<file path="config.mk">
export PLATFORM = sky130hd
export DESIGN_NAME = cpu_sequencer
export DESIGN_NICKNAME = d
export VERILOG_FILES = /design/src/rtl/cpu_sequencer.sv
export SDC_FILE = /design/constraint.sdc
export NUM_CORES = 1
export LEC_CHECK = 0
export CELL_PAD_IN_SITES_DETAIL_PLACEMENT = 1
export CELL_PAD_IN_SITES_GLOBAL_PLACEMENT = 1
export CORE_MARGIN = 2
export CORE_UTILIZATION = 34
export DETAILED_ROUTE_END_ITERATION = 8
export PLACE_DENSITY_LB_ADDON = 0.1
export SLEW_MARGIN = 20
export SYNTH_ARGS = -nofsm -noshare
export SYNTH_HDL_FRONTEND = slang
export SYNTH_SLANG_ARGS = --single-unit
</file>
<file path="constraint.sdc">
create_clock -name clk -period 1.85 [get_ports clk]
set_input_delay 0.37 -clock clk [delete_from_list [all_inputs] [get_ports clk]]
set_output_delay 0.37 -clock clk [all_outputs]
set_load 0.05 [all_outputs]
</file>
<file path="src/rtl/cpu_sequencer.sv">
// cpu_sequencer
//   Instruction-cycle state machine feeding the control LUT. An instruction byte
//   is accepted over a valid/ready handshake into the instruction register (IR).
//   The sequencer then steps FETCH -> DECODE -> EXECUTE -> WRITEBACK -> OUTPUT and
//   presents {instruction, state} to the LUT. NOP returns after EXECUTE, LOAD
//   returns after WRITEBACK, and every other instruction waits in OUTPUT until the
//   downstream consumer takes the result.
//
// Ports
//   clk          in   rising-edge clock
//   rst          in   synchronous reset, active-high (wins over ena)
//   ena          in   global enable; 0 freezes every register
//   halt         in   blocks acceptance of a new instruction while in FETCH
//   instr_in     in   incoming instruction byte
//   instr_valid  in   instr_in is valid
//   instr_ready  out  sequencer can accept instr_in this cycle
//   instruction  out  latched IR
//   state        out  cycle state (FETCH=0 .. OUTPUT=4)
//   out_valid    out  OUTPUT-phase result available (registered)
//   out_ready    in   consumer accepts the result
//   busy         out  state != FETCH
//   retired      out  count of completed instructions, wraps
module cpu_sequencer #(
  parameter logic [3:0] LOAD_OPCODE = 4'hA,
  parameter logic [7:0] NOP_INSTR   = 8'h00,
  parameter int         CNT_W       = 16
) (
  input  logic             clk,
  input  logic             rst,
  input  logic             ena,
  input  logic             halt,
  input  logic [7:0]       instr_in,
  input  logic             instr_valid,
  output logic             instr_ready,
  output logic [7:0]       instruction,
  output logic [2:0]       state,
  output logic             out_valid,
  input  logic             out_ready,
  output logic             busy,
  output logic [CNT_W-1:0] retired
);

  typedef enum logic [2:0] {
    FETCH     = 3'b000,
    DECODE    = 3'b001,
    EXECUTE   = 3'b010,
    WRITEBACK = 3'b011,
    OUTPUT    = 3'b100
  } state_t;

  // The state register is a plain 3-bit vector rather than state_t so that the
  // unused codes 101..111 are representable and can be recovered from.
  logic [2:0]       state_q;
  logic [2:0]       state_d;
  logic [7:0]       ir_q;
  logic [7:0]       ir_d;
  logic             out_valid_q;
  logic [CNT_W-1:0] retired_q;
  logic             retire;
  logic             accept;

  assign instr_ready = ena & ~halt & (state_q == FETCH);
  assign accept      = instr_valid & instr_ready;
  assign busy        = (state_q != FETCH);
  assign state       = state_q;
  assign instruction = ir_q;
  assign out_valid   = out_valid_q;
  assign retired     = retired_q;

  always_comb begin
    state_d = state_q;
    ir_d    = ir_q;
    retire  = 1'b0;
    case (state_q)
      FETCH: begin
        if (accept) begin
          ir_d    = instr_in;
          state_d = DECODE;
        end
      end
      DECODE: state_d = EXECUTE;
      EXECUTE: begin
        if (ir_q == NOP_INSTR) begin
          state_d = FETCH;
          retire  = 1'b1;
        end else begin
          state_d = WRITEBACK;
        end
      end
      WRITEBACK: begin
        if (ir_q[3:0] == LOAD_OPCODE) begin
          state_d = FETCH;
          retire  = 1'b1;
        end else begin
          state_d = OUTPUT;
        end
      end
      OUTPUT: begin
        if (out_valid_q && out_ready) begin
          state_d = FETCH;
          retire  = 1'b1;
        end
      end
      // Illegal codes fall back to FETCH without retiring; IR is left alone.
      default: state_d = FETCH;
    endcase
  end

  always_ff @(posedge clk) begin
    if (rst) begin
      state_q     <= FETCH;
      ir_q        <= 8'h00;
      out_valid_q <= 1'b0;
      retired_q   <= '0;
    end else if (ena) begin
      state_q     <= state_d;
      ir_q        <= ir_d;
      // Registered result flag: high exactly while the machine sits in OUTPUT.
      out_valid_q <= (state_d == OUTPUT);
      if (retire) begin
        retired_q <= retired_q + CNT_W'(1);
      end
    end
  end

endmodule

</file>
# --- Word-level counts from Yosys, hierarchy flattened ---
# Index checks and enable logic that the tools add are counted.
totals:
  register_bits: 28
  latchBits: 0
  ram_bits: 0
  romBits: 0
  output_inout_bits: 30
  mem_count: 0
op_classes:
  add_sub_neg: 1
  multipliers: 0
  div_mod_pow: 0
  order_cmp: 0
  n_eq_ne: 6
  shifts: 0
  n_mux: 9
  n_bitwise: 4
  n_reduce_logical: 6
ops:
  columns: ["cell", "n"]
  rows:
  - ["16-bit by 1-bit adder with 16-bit output, second input constant", 1]
  - ["3-bit one-hot mux with 5 select lines", 1]
  - ["3-bit two-way mux", 3]
  - ["8-bit zero test", 1]
  - ["3-bit by 2-bit equality test with 1-bit output, second input constant", 2]
  - ["3-bit equality test, second input constant", 2]
  - ["4-bit equality test, second input constant", 1]
  - ["1-bit bitwise AND", 3]
  - ["3-bit by 1-bit equality test with 1-bit output, second input constant", 1]
  - ["3-bit zero test", 1]
  - ["1-bit two-way mux", 3]
  - ["1-bit one-hot mux with 3 select lines", 1]
  - ["3-bit AND reduction", 1]
  - ["3-bit nonzero test", 1]
  - ["2-bit two-way mux", 1]
  - ["2-bit AND reduction", 1]
  - ["1-bit logical AND", 1]
  - ["1-bit inverter", 1]

# --- Longest topological paths before layout ---
logic_depth:
  word_depth: 7
  mapped_depth: 5

# --- Worst setup path before layout ---
# OpenSTA, ideal clock, no wires.
synth_timing:
  path_type: "register to register"
  from: "register state_q[2], in the netlist state[2]"
  to: "register retired_q[14], in the netlist retired[14]"
  arrival_ns: 1.931
  t_required_ns: 1.727
  path_slack_ns: -0.204
  path_stages_with_launch: 6
  path_buffers: 1
  synth_period_minus_slack_ns: 2.054
  cell_sequence: "dfxtp_1 > nor3b_2 > a32oi_2 > buf_4 > a211oi_2 > mux2_1"
synth_via:
  elab_chain_cells: 3
  word_cells_on_any_way: 5
synth_rtl:
  columns: ["element", "line_no", "text"]
  rows:
  - ["start, declared", "53", "logic [2:0] state_q;"]
  - ["start signal, assigned", "116", "state_q <= state_d;"]
  - ["3-bit equality test / 3-bit by 2-bit equality test with 1-bit output (equally long branches)", "74", "case (state_q)"]
  - ["1-bit one-hot mux with 3 select lines *", "74", null]
  - ["2-bit AND reduction (no line) *", null, null]
  - ["end signal, assigned", "121", "retired_q <= retired_q + CNT_W'(1);"]
  - ["end, declared", "58", "logic [CNT_W-1:0] retired_q;"]
# Mark *: on every way between the ends. The rest lies on a longest branch, timed or not.
# A chain may end at the register's enable or synchronous reset.

# --- Final worst setup path ---
layout_timing:
  from: "register ir_q[2], in the netlist instruction[2]"
  to: "register retired_q[10], in the netlist retired[10]"
layout_via:
  elab_chain_cells: 4
  word_cells_on_any_way: 6
layout_rtl:
  columns: ["element", "line_no", "text"]
  rows:
  - ["start, declared", "55", "logic [7:0] ir_q;"]
  - ["start signal, assigned", "117", "ir_q <= ir_d;"]
  - ["4-bit equality test / 8-bit zero test (equally long branches)", "91, 83", null]
  - ["1-bit two-way mux, on equally long branches", "91, 83", null]
  - ["1-bit one-hot mux with 3 select lines *", "74", null]
  - ["2-bit AND reduction (no line) *", null, null]
# Marked as above.

==> results.ini <==
[finish]
final_common_cell=buf_4
syn_to_final_growth_pct=44.19
fin_nets=233
layout.cells.non_filler=269
antenna_cells=0
drive_above_1_share_pct=38.71
most-common-layout-cells=41 x buf_4, 27 x nor2_1, 18 x dfxtp_2, 14 x mux2_1

[die]
dieArea_um2=4952
pin_count=44
num_rows=24
die_x_um=70.37
core-area_um2=4294
start_util_pct=34.88
die_y_um=70.37

[yosys]
synth_largest_area_cell=dfxtp_1
ys.flop_type=dfxtp_1
synth_cell_types=36
synth_top_area_share_pct=37.43
synth_nets=180
ys.warnings.count=0
synth_area_leaders=dfxtp_1 37%, mux2_1 11%, nor2_1 6.8%, mux2i_1 6.0%, nor2b_1 5.4%
synth-seq-cells=28
syn_inst=165
syn_area_um2=1498
seq_area_frac_synth_pct=37.43
syn_area_per_cell_um2=9.077
async_reset_ff_share_pct=0
synth_edf_count=0

[detailed_routing]
dr.pass1.iters=4
drt_iter0_drc=17
wl_per_cell_um=14.53
ant_nets=0
via_per_inst=5.138
drc_errors=0
drt_wl_total_mm=3.909
num_vias=1382

[clock_network]
clock_latency_ns=0.28
h-tree-depth=1
clockRootBuffer=clkbuf_8
cts_buffers=3
cts_sinks=28
cts_tree=built
clockBufferDepth=2
path_clk_slew_ns=0.10

[global_routing]
grtUsageTotal_pct=16.52
antenna_found_initial=0
grt_max_degree=25
grt-ovfl-total=0
grt_pass1_wl_mm=6.679
grt_pass1_vias=1463

[timing]
period_share_pct=98.22
slew_headroom_pct=80.60
clock.fmax_mhz=550.3
worst_slew_pin_slew_ns=0.2888
hold_viol_final=0
setup_viol=0
finClkSkew_ns=0.006346
drv_slew=0
rsz0062_at_grt=yes
worst_hold_slack_ns=0.4931
layout_min_cycle_time_ns=1.817

[placed_design]
place.gp.congestion=0.8074
dp_cells=264
io_buffers=43
dp_hpwl_mm=2.912

[setup_path]
startpoint_type=flop
cp_cell_sequence=nor4_4 -> nand4_2 -> buf_6 -> buf_4 -> a21oi_1 -> mux2_1
slowest_delay_ns=0.38
critPathMaxFanout=8
slowest_stage=dfxtp_4
path_buf_inv=2
crit_family=simple AND/OR/NAND/NOR gates
cp_data_required_time_ns=2.03
endpoint_kind=flop
arrival_ns=1.99
critPathKind=flop to flop

[power]
p_leak_nw=0.9614
power_density_nw_per_um2=573.2
p_total_mw=1.238
ir_worst_vdd_v=0.0002923

[run_status]
status=completed

[min_path]
hold_path.class=flop to flop

[run]
cap_violations=0

==> final cells by class <==
class / instances / area (um^2)
flip-flops and latches: 28 / 586.8
repair buffers: 57 / 489.2
multi-input cells: 124 / 948.4
inverters: 4 / 15.01
well taps: 52 / 65.06
clock buffers: 4 / 55.05
fillers: 508 / 2135
==> state kept, by name (all words and copies together) (netlist names) <==
| register | count |
|---|---|
| instruction | 8 |
| out_valid | 1 |
| retired | 16 |
| state | 3 |
==> synth_stat cells, drive strengths merged (3+ instances only) <==
master and count:
dfxtp 28, nor2 27, mux2 15, nor2b 13, mux2i 9, nand2 9, a21oi 8, clkbuf 6
a211oi 4, inv 4, nand4 4, and4 3, buf 3, nand2b 3, nand3 3
==> stage by stage <==
stage	worst slack, ns	instance area [um^2]	setup TNS (ns)	utilization [%]
after floorplan	0.01075	1521	0	-
after global placement	-0.1585	2024	-0.6916	47.14
after detailed placement	-0.1949	2024	-0.9632	47.14
after CTS	-0.002661	2093	-0.002661	48.75
after global routing	-0.03176	2160	-0.1934	50.29
final	0.03295	2160	0	50.29
==> logic make-up (layout without fill, tap and decap cells) <==
family	after synthesis	in the layout	synth area share, %
muxes	24	24	17.29
buffers and inverters	13	65	3.676
and+or+nand+nor	76	76	28.74
AOI/OAI and AO/OA	23	23	12.03
DFF	28	28	37.43
adders and majority gates	1	1	0.8353
==> path summary, 6_finish.rpt <==
kind	start	to	slack, ns	depth (start not counted)
setup / recovery	instruction[2]	retired[10]	0.03	6
setup reg to reg	instruction[2]	retired[10]	0.03	6
hold reg to reg	state[2]	state[2]	0.49	1
hold / removal	state[2]	state[2]	0.49	1
==> repair_timing <==
action	in CTS	in global routing
gates resized for setup	2	12
pin swaps	0	3
cloned	0	0
hold buffers	0	0
setup endpoints to repair	13	12
buffers inserted	0	1
==> worst reg2reg max path, cell delays in order, from the launching register on <==
cell     delay [ns]
dfxtp_4        0.38
nor4_4         0.34
nand4_2        0.13
buf_6          0.17
buf_4          0.18
a21oi_1        0.17
mux2_1         0.34
==> per-layer routing <==
layer  wire length [um]  global-route usage (%)
met4                 57                   5.983
met1               1624                   18.14
met3                163                   2.597
met5                  0                       0
met2               2064                   31.45
==> where the power goes <==
part           leakage [nW]  internal [mW]  switching, mW
Sequential            0.236          0.614         0.0138
Combinational         0.697         0.0953          0.120
Clock                0.0288          0.191          0.204
Total                 0.961          0.900          0.338
Power figures use the tool's default switching activity.
